--- src/rtl/fwd_hazard_ctrl_pkg.sv ---
// rtl/fwd_hazard_ctrl_pkg.sv - shared constants and types for the EX-stage forwarding/hazard controller
// Contents:
//   FWD_NONE / STG_*     : "no winning stage" marker and downstream stage indices (0 = youngest)
//   REG_W_DEF/WORD_W_DEF : default register-index and datapath widths
//   stall_cause_e        : stall cause encodings for debug visibility
//   mdu_state_e          : MDU scoreboard FSM states
package fwd_hazard_ctrl_pkg;

    localparam int FWD_NONE   = -1;
    localparam int STG_MEM    = 0;
    localparam int STG_WB     = 1;
    localparam int STG_WB2    = 2;

    localparam int REG_W_DEF  = 5;
    localparam int WORD_W_DEF = 32;

    typedef enum logic [1:0] {
        CAUSE_NONE    = 2'd0,
        CAUSE_LOADUSE = 2'd1,
        CAUSE_MDU     = 2'd2
    } stall_cause_e;

    typedef enum logic {
        MDU_IDLE = 1'b0,
        MDU_BUSY = 1'b1
    } mdu_state_e;

endpackage

--- src/rtl/fwd_src_select.sv ---
// rtl/fwd_src_select.sv - one EX operand against all downstream write stages
// Ports:
//   i_idx       : operand register index
//   i_use       : operand is actually read
//   i_wreg      : destination register per stage, stage j at [j*REG_W +: REG_W]
//   i_wdata     : write value per stage, stage j at [j*DATA_W +: DATA_W]
//   i_data_ok   : per-stage "value is final" flag
//   o_fwd       : operand takes o_data
//   o_data      : bypass value, 0 when not forwarding
//   o_not_ready : youngest match is not ready and the operand is read (load-use)
module fwd_src_select
    import fwd_hazard_ctrl_pkg::*;
#(
    parameter int NUM_FWD = 3,
    parameter int DATA_W  = WORD_W_DEF,
    parameter int REG_W   = REG_W_DEF
) (
    input  logic [REG_W-1:0]          i_idx,
    input  logic                      i_use,
    input  logic [NUM_FWD*REG_W-1:0]  i_wreg,
    input  logic [NUM_FWD*DATA_W-1:0] i_wdata,
    input  logic [NUM_FWD-1:0]        i_data_ok,
    output logic                      o_fwd,
    output logic [DATA_W-1:0]         o_data,
    output logic                      o_not_ready
);

    logic              w_hit;
    logic              w_ok;
    logic [DATA_W-1:0] w_data;

    // Scan oldest to youngest so the youngest match overwrites; a stage that
    // does not write (wreg 0) can never match, which also keeps r0 unforwarded.
    always_comb begin
        w_hit  = 1'b0;
        w_ok   = 1'b0;
        w_data = '0;
        for (int j = NUM_FWD - 1; j >= 0; j--) begin
            if ((i_wreg[j*REG_W +: REG_W] != '0) && (i_wreg[j*REG_W +: REG_W] == i_idx)) begin
                w_hit  = 1'b1;
                w_ok   = i_data_ok[j];
                w_data = i_wdata[j*DATA_W +: DATA_W];
            end
        end
    end

    assign o_fwd       = w_hit & w_ok;
    assign o_data      = (w_hit & w_ok) ? w_data : '0;
    assign o_not_ready = w_hit & ~w_ok & i_use;

endmodule

--- src/rtl/fwd_hazard_ctrl.sv ---
// rtl/fwd_hazard_ctrl.sv - EX-stage forwarding, load-use/MDU stall and stall monitoring
// Ports:
//   i_clk, i_reset                 : clock, synchronous active-high reset
//   i_ex_valid, i_ex_src_idx/_use  : EX instruction and its source operands
//   i_stg_wreg/_wdata/_data_ok     : downstream stage writes (index 0 = MEM, youngest)
//   i_mdu_start, i_mdu_wreg        : multi-cycle MDU issue and its destination
//   i_flush                        : cancels the pending MDU entry
//   o_src_fwd, o_src_fwd_data      : per-operand bypass select and value
//   o_stall                        : hold IF/ID/EX, bubble into MEM
//   o_mdu_busy, o_mdu_done         : scoreboard pending / last-cycle pulse
//   o_stall_cnt, o_hang, o_mdu_err : saturating stall count, sticky hang, sticky MDU overlap
module fwd_hazard_ctrl
    import fwd_hazard_ctrl_pkg::*;
#(
    parameter int NUM_SRC   = 2,
    parameter int NUM_FWD   = 3,
    parameter int DATA_W    = 32,
    parameter int REG_W     = 5,
    parameter int MDU_LAT   = 4,
    parameter int MAX_STALL = 64
) (
    input  logic                      i_clk,
    input  logic                      i_reset,
    input  logic                      i_ex_valid,
    input  logic [NUM_SRC*REG_W-1:0]  i_ex_src_idx,
    input  logic [NUM_SRC-1:0]        i_ex_src_use,
    input  logic [NUM_FWD*REG_W-1:0]  i_stg_wreg,
    input  logic [NUM_FWD*DATA_W-1:0] i_stg_wdata,
    input  logic [NUM_FWD-1:0]        i_stg_data_ok,
    input  logic                      i_mdu_start,
    input  logic [REG_W-1:0]          i_mdu_wreg,
    input  logic                      i_flush,
    output logic [NUM_SRC-1:0]        o_src_fwd,
    output logic [NUM_SRC*DATA_W-1:0] o_src_fwd_data,
    output logic                      o_stall,
    output logic                      o_mdu_busy,
    output logic                      o_mdu_done,
    output logic [31:0]               o_stall_cnt,
    output logic                      o_hang,
    output logic                      o_mdu_err
);

    localparam int CNT_W = $clog2(MDU_LAT + 1);
    localparam int RUN_W = $clog2(MAX_STALL + 1);

    mdu_state_e       r_state;
    mdu_state_e       w_state_nxt;
    logic [CNT_W-1:0] r_cnt;
    logic [CNT_W-1:0] w_cnt_nxt;
    logic [REG_W-1:0] r_pend;
    logic [REG_W-1:0] w_pend_nxt;
    logic             r_err;
    logic             w_err_nxt;
    logic [31:0]      r_stall_cnt;
    logic [RUN_W-1:0] r_run;
    logic             r_hang;

    logic [NUM_SRC-1:0] w_loaduse;
    logic               w_mdu_hz;
    logic               w_stall;

    genvar gi;
    generate
        for (gi = 0; gi < NUM_SRC; gi++) begin : g_src
            fwd_src_select #(
                .NUM_FWD (NUM_FWD),
                .DATA_W  (DATA_W),
                .REG_W   (REG_W)
            ) u_sel (
                .i_idx       (i_ex_src_idx[gi*REG_W +: REG_W]),
                .i_use       (i_ex_src_use[gi]),
                .i_wreg      (i_stg_wreg),
                .i_wdata     (i_stg_wdata),
                .i_data_ok   (i_stg_data_ok),
                .o_fwd       (o_src_fwd[gi]),
                .o_data      (o_src_fwd_data[gi*DATA_W +: DATA_W]),
                .o_not_ready (w_loaduse[gi])
            );
        end
    endgenerate

    // A pending MDU write to r0 occupies the unit but has nothing to protect.
    always_comb begin
        w_mdu_hz = 1'b0;
        for (int i = 0; i < NUM_SRC; i++) begin
            if ((r_state == MDU_BUSY) && i_ex_src_use[i] && (r_pend != '0) &&
                (i_ex_src_idx[i*REG_W +: REG_W] == r_pend)) begin
                w_mdu_hz = 1'b1;
            end
        end
    end

    assign w_stall = i_ex_valid & ~i_reset & ((|w_loaduse) | w_mdu_hz);

    // Scoreboard next state. Flush dominates everything, including a start in
    // the same cycle. While busy the countdown keeps running even if a new
    // start is (illegally) presented; the overlap is only recorded.
    always_comb begin
        w_state_nxt = r_state;
        w_cnt_nxt   = r_cnt;
        w_pend_nxt  = r_pend;
        w_err_nxt   = r_err;
        if (i_flush) begin
            w_state_nxt = MDU_IDLE;
            w_cnt_nxt   = '0;
        end else begin
            case (r_state)
                MDU_IDLE: begin
                    if (i_mdu_start) begin
                        w_state_nxt = MDU_BUSY;
                        w_cnt_nxt   = CNT_W'(MDU_LAT);
                        w_pend_nxt  = i_mdu_wreg;
                    end
                end
                MDU_BUSY: begin
                    if (i_mdu_start) begin
                        w_err_nxt = 1'b1;
                    end
                    if (r_cnt == CNT_W'(1)) begin
                        w_state_nxt = MDU_IDLE;
                        w_cnt_nxt   = '0;
                    end else begin
                        w_cnt_nxt = r_cnt - CNT_W'(1);
                    end
                end
                default: begin
                    w_state_nxt = MDU_IDLE;
                    w_cnt_nxt   = '0;
                end
            endcase
        end
    end

    always_ff @(posedge i_clk) begin
        if (i_reset) begin
            r_state <= MDU_IDLE;
            r_cnt   <= '0;
            r_pend  <= '0;
            r_err   <= 1'b0;
        end else begin
            r_state <= w_state_nxt;
            r_cnt   <= w_cnt_nxt;
            r_pend  <= w_pend_nxt;
            r_err   <= w_err_nxt;
        end
    end

    // The run counter saturates at MAX_STALL; hang is latched on the stall
    // cycle that brings the run to MAX_STALL.
    always_ff @(posedge i_clk) begin
        if (i_reset) begin
            r_stall_cnt <= '0;
            r_run       <= '0;
            r_hang      <= 1'b0;
        end else begin
            if (w_stall && (r_stall_cnt != 32'hFFFF_FFFF)) begin
                r_stall_cnt <= r_stall_cnt + 32'd1;
            end
            if (w_stall) begin
                if (r_run != RUN_W'(MAX_STALL)) begin
                    r_run <= r_run + RUN_W'(1);
                end
                if (r_run == RUN_W'(MAX_STALL - 1)) begin
                    r_hang <= 1'b1;
                end
            end else begin
                r_run <= '0;
            end
        end
    end

    assign o_stall     = w_stall;
    assign o_mdu_busy  = (r_state == MDU_BUSY);
    assign o_mdu_done  = (r_state == MDU_BUSY) && (r_cnt == CNT_W'(1));
    assign o_stall_cnt = r_stall_cnt;
    assign o_hang      = r_hang;
    assign o_mdu_err   = r_err;

endmodule

--- config.mk ---
export PLATFORM = sky130hd
export DESIGN_NAME = fwd_hazard_ctrl
export DESIGN_NICKNAME = d
export VERILOG_FILES = /design/src/rtl/fwd_hazard_ctrl_pkg.sv /design/src/rtl/fwd_src_select.sv /design/src/rtl/fwd_hazard_ctrl.sv
export SDC_FILE = /design/constraint.sdc
export NUM_CORES = 1
export LEC_CHECK = 0
export CELL_PAD_IN_SITES_DETAIL_PLACEMENT = 1
export CELL_PAD_IN_SITES_GLOBAL_PLACEMENT = 1
export CORE_ASPECT_RATIO = 0.7
export CORE_MARGIN = 2
export CORE_UTILIZATION = 29
export DETAILED_ROUTE_END_ITERATION = 8
export GPL_TIMING_DRIVEN = 0
export PLACE_DENSITY_LB_ADDON = 0.1
export SLEW_MARGIN = 20
export SYNTH_ARGS = -nofsm -noshare
export SYNTH_HDL_FRONTEND = slang
export SYNTH_SLANG_ARGS = --single-unit
export TNS_END_PERCENT = 5
--- constraint.sdc ---
create_clock -name i_clk -period 7.52 [get_ports i_clk]
set_input_delay 1.504 -clock i_clk [delete_from_list [all_inputs] [get_ports i_clk]]
set_output_delay 1.504 -clock i_clk [all_outputs]
set_load 0.05 [all_outputs]
==> flow_summary.ini <==
[global_route]
antenna_found_initial = 0
grt_use_total_pct = 26.0
first_global_vias = 6410
grt_max_degree = 19
grt_first_pass_wirelength_mm = 34.7
grt-ovfl-total = 0

[logic_synthesis]
synth.top_cell.area_share_pct = 22.5
synth_cells = 614
synth_top_family_by_area = simple AND/OR/NAND/NOR gates
ys_seq_area_share_pct = 22.5
synth_area_um2 = 4450
synth_compound_gate_area_share_pct = 22.2
async_flop_share_pct = 0
synth_warnings = 0
synthTopCellsByCount = nor2_1, nor3_1, a221oi_1
yosysMostFrequentCell = nor2_1
avgSynthCellArea_um2 = 7.24
yosys.area_share.simple_pct = 34.8
synth_cell_type_count = 45
synthMuxAreaShare_pct = 4.14
synth_fa_ha_area_share_pct = 1.41
synth_edf_count = 0
yosys-top-cells-area = dfxtp_1, a221oi_1, nor3_1, nor2_1, xnor2_1
yosys.area.top_type = dfxtp_1
ys_ff_latch = 50
syn_nets = 755
synth_xor_area_share_pct = 9.06
ys.flop_type = dfxtp_1

[critical_path]
crit_family = buffers and inverters
cp.buffers_inverters = 3
slowest_stage = clkdlybuf4s50_1
cp_cell_sequence = clkdlybuf4s50_1 -> or4_4 -> o211ai_2 -> nor2_1 -> nor3_1 -> clkbuf_1 -> a221oi_1 -> nor3_1 -> clkdlybuf4s50_1
worstPathRequired_ns = 6.02
max_stage_delay_ns = 0.88
critPathMaxFanout = 10
crit_type = in -> out
start_kind = primary input
arrival_ns = 5.49
endpoint_kind = output pin

[placed_design]
place_area_um2 = 7050
hpwl_mm = 17.5
dp_worst_setup_slack_ns = 0.627
place.gp.congestion = 0.861
portBuffers = 236

[sta]
slew_headroom_pct = 47.3
setup_tns_ns = 0
rsz0062_at_grt = false
holdWs_ns = 0.462
setup_viol = 0
finalWorstPathRequiredPeriod_ns = 7.00
fmax_mhz = 143
drv_slew = 0
worst_pin_slew_ns = 0.785
setup_slack_ns = 0.522
finalCritPeriodShare_pct = 93.1
finalHoldViolations = 0
skew_ns = 0.00983

[finish]
fin_nets = 998
areaGrowthSynthToFinish_pct = 62.1
n_antenna_cell = 0
drive_gt1_share_pct = 3.96
n_fill_cell = 1798
design_area_um2 = 7210

[drt]
wl_met1_mm = 9.92
drt_first_pass_iters = 5
drc_errors = 0
top_layer_used = met4
wl_per_cell_um = 20.9
ant_nets = 0
viasPerCell = 5.71
routed-via-count = 6013
wl_mm = 22.1
route.met3.wl_mm = 1.64
wl_met2_mm = 10.1
drt_iter0_drc = 353

[die]
dieHeight_um = 108
die_x_um = 152
num_io_pins = 239
dieArea_um2 = 16400
rows = 37
start_util_pct = 29.9
core-area_um2 = 14900

[clock_tree]
cts_made_buffers = 5
cts_tree = done
cts.path.max_buffers = 2
root_buffer = clkbuf_16
postCtsSetupBuffers = 0
clk_latency_ns = 0.30
hold_buffers = 0
htreeDepth = 2
clk_pin_slew_worst_paths_ns = 0.08
post_cts_resized = 0
clock-sinks = 50

[power_and_ir_drop]
power.static_leakage_nw = 2.32
report.power.total_mw = 0.746
power_density_nw_per_um2 = 103
ir_drop_uv = 82.3

[hold_path]
hold_path_class = reg -> reg

[run]
maxCapViolCount = 0

[outcome]
status = finished clean
==> worst paths after layout <==
kind                          startpoint  slack (ns)  cells after the start                          end
max                        i_stg_wreg[5]        0.52                      9           o_src_fwd_data[23]
min                  o_hang$_SDFFE_PP0P_        0.46                      2          o_hang$_SDFFE_PP0P_
max reg2reg  o_stall_cnt[5]$_SDFFE_PP0P_        4.44                      8  o_stall_cnt[4]$_SDFFE_PP0P_
min reg2reg          o_hang$_SDFFE_PP0P_        0.46                      2          o_hang$_SDFFE_PP0P_
==> sequential cells by signal, indices dropped and copies added (netlist names) <==
signal	flops
o_stall_cnt	32
r_run	7
r_pend	5
r_cnt	3
o_hang	1
o_mdu_busy	1
o_mdu_err	1
==> metrics by stage <==
step | instances | utilization [%]
after detailed placement | 1045 | 47.5
after CTS | 1053 | 48.5
after global placement | 1045 | 47.5
after floorplan | 614 | -
after global routing | 1053 | 48.5
final | 1053 | 48.5
==> power by group <==
group | switching (mW) | total (mW) | internal [mW]
Sequential | 0.00341 | 0.271 | 0.267
Combinational | 0.118 | 0.229 | 0.111
Clock | 0.118 | 0.246 | 0.128
==> kinds of logic (layout without fill, tap and decap cells) <==
kind of cell | count (synthesis) | after routing
AOI/OAI and AO/OA | 124 | 124
xor gates and xnor gates | 46 | 46
adders and majority gates | 5 | 5
buffers and inverters | 66 | 310
DFF | 50 | 50
muxes | 17 | 17
and+or+nand+nor | 306 | 306
==> worst min-delay path, stage by stage (launching register included) <==
cell     delay (ns)
dfxtp_1        0.31
inv_1          0.05
a21oi_1        0.05
==> routing by layer <==
layer | up-vias | GRT usage, %
li1 | 2790 | -
met1 | 2952 | 34.2
met2 | 237 | 42.9
met3 | 34 | 7.49
met4 | 0 | 4.94
met5 | - | 0
==> cell usage in the layout, fill, tap and decap left out, types with 4 or more instances in the layout <==
cell and instances:
o21ai_0 16, ha_1 5, or3_1 15, nor4_1 7, mux2i_1 6, nor2b_1 14, nor2_1 99, clkdlybuf4s50_1 236
nand2_1 16, dfxtp_1 50, nor3b_1 7, xor2_1 20, buf_4 4, or4_1 4, a221oi_1 67, nand3_1 16
a21oi_1 21, clkbuf_1 44, inv_1 14, mux2_2 11, nor3_1 83, nand4_1 16, xnor2_1 26, and3_1 12
clkbuf_16 5
==> final cells by class <==
type                       count  area (um2)  area share, %
buffer                        52         211           2.93
clock inverter                 3        28.8          0.399
inverter                      14        52.6          0.729
tap                          195         244           3.39
sequential                    50        1000           13.9
clock buffer                   5         125           1.74
multi-input combinational    498        3180           44.1
timing repair buffer         236        2360           32.8
No activity file was read; power rests on OpenSTA's default activity.
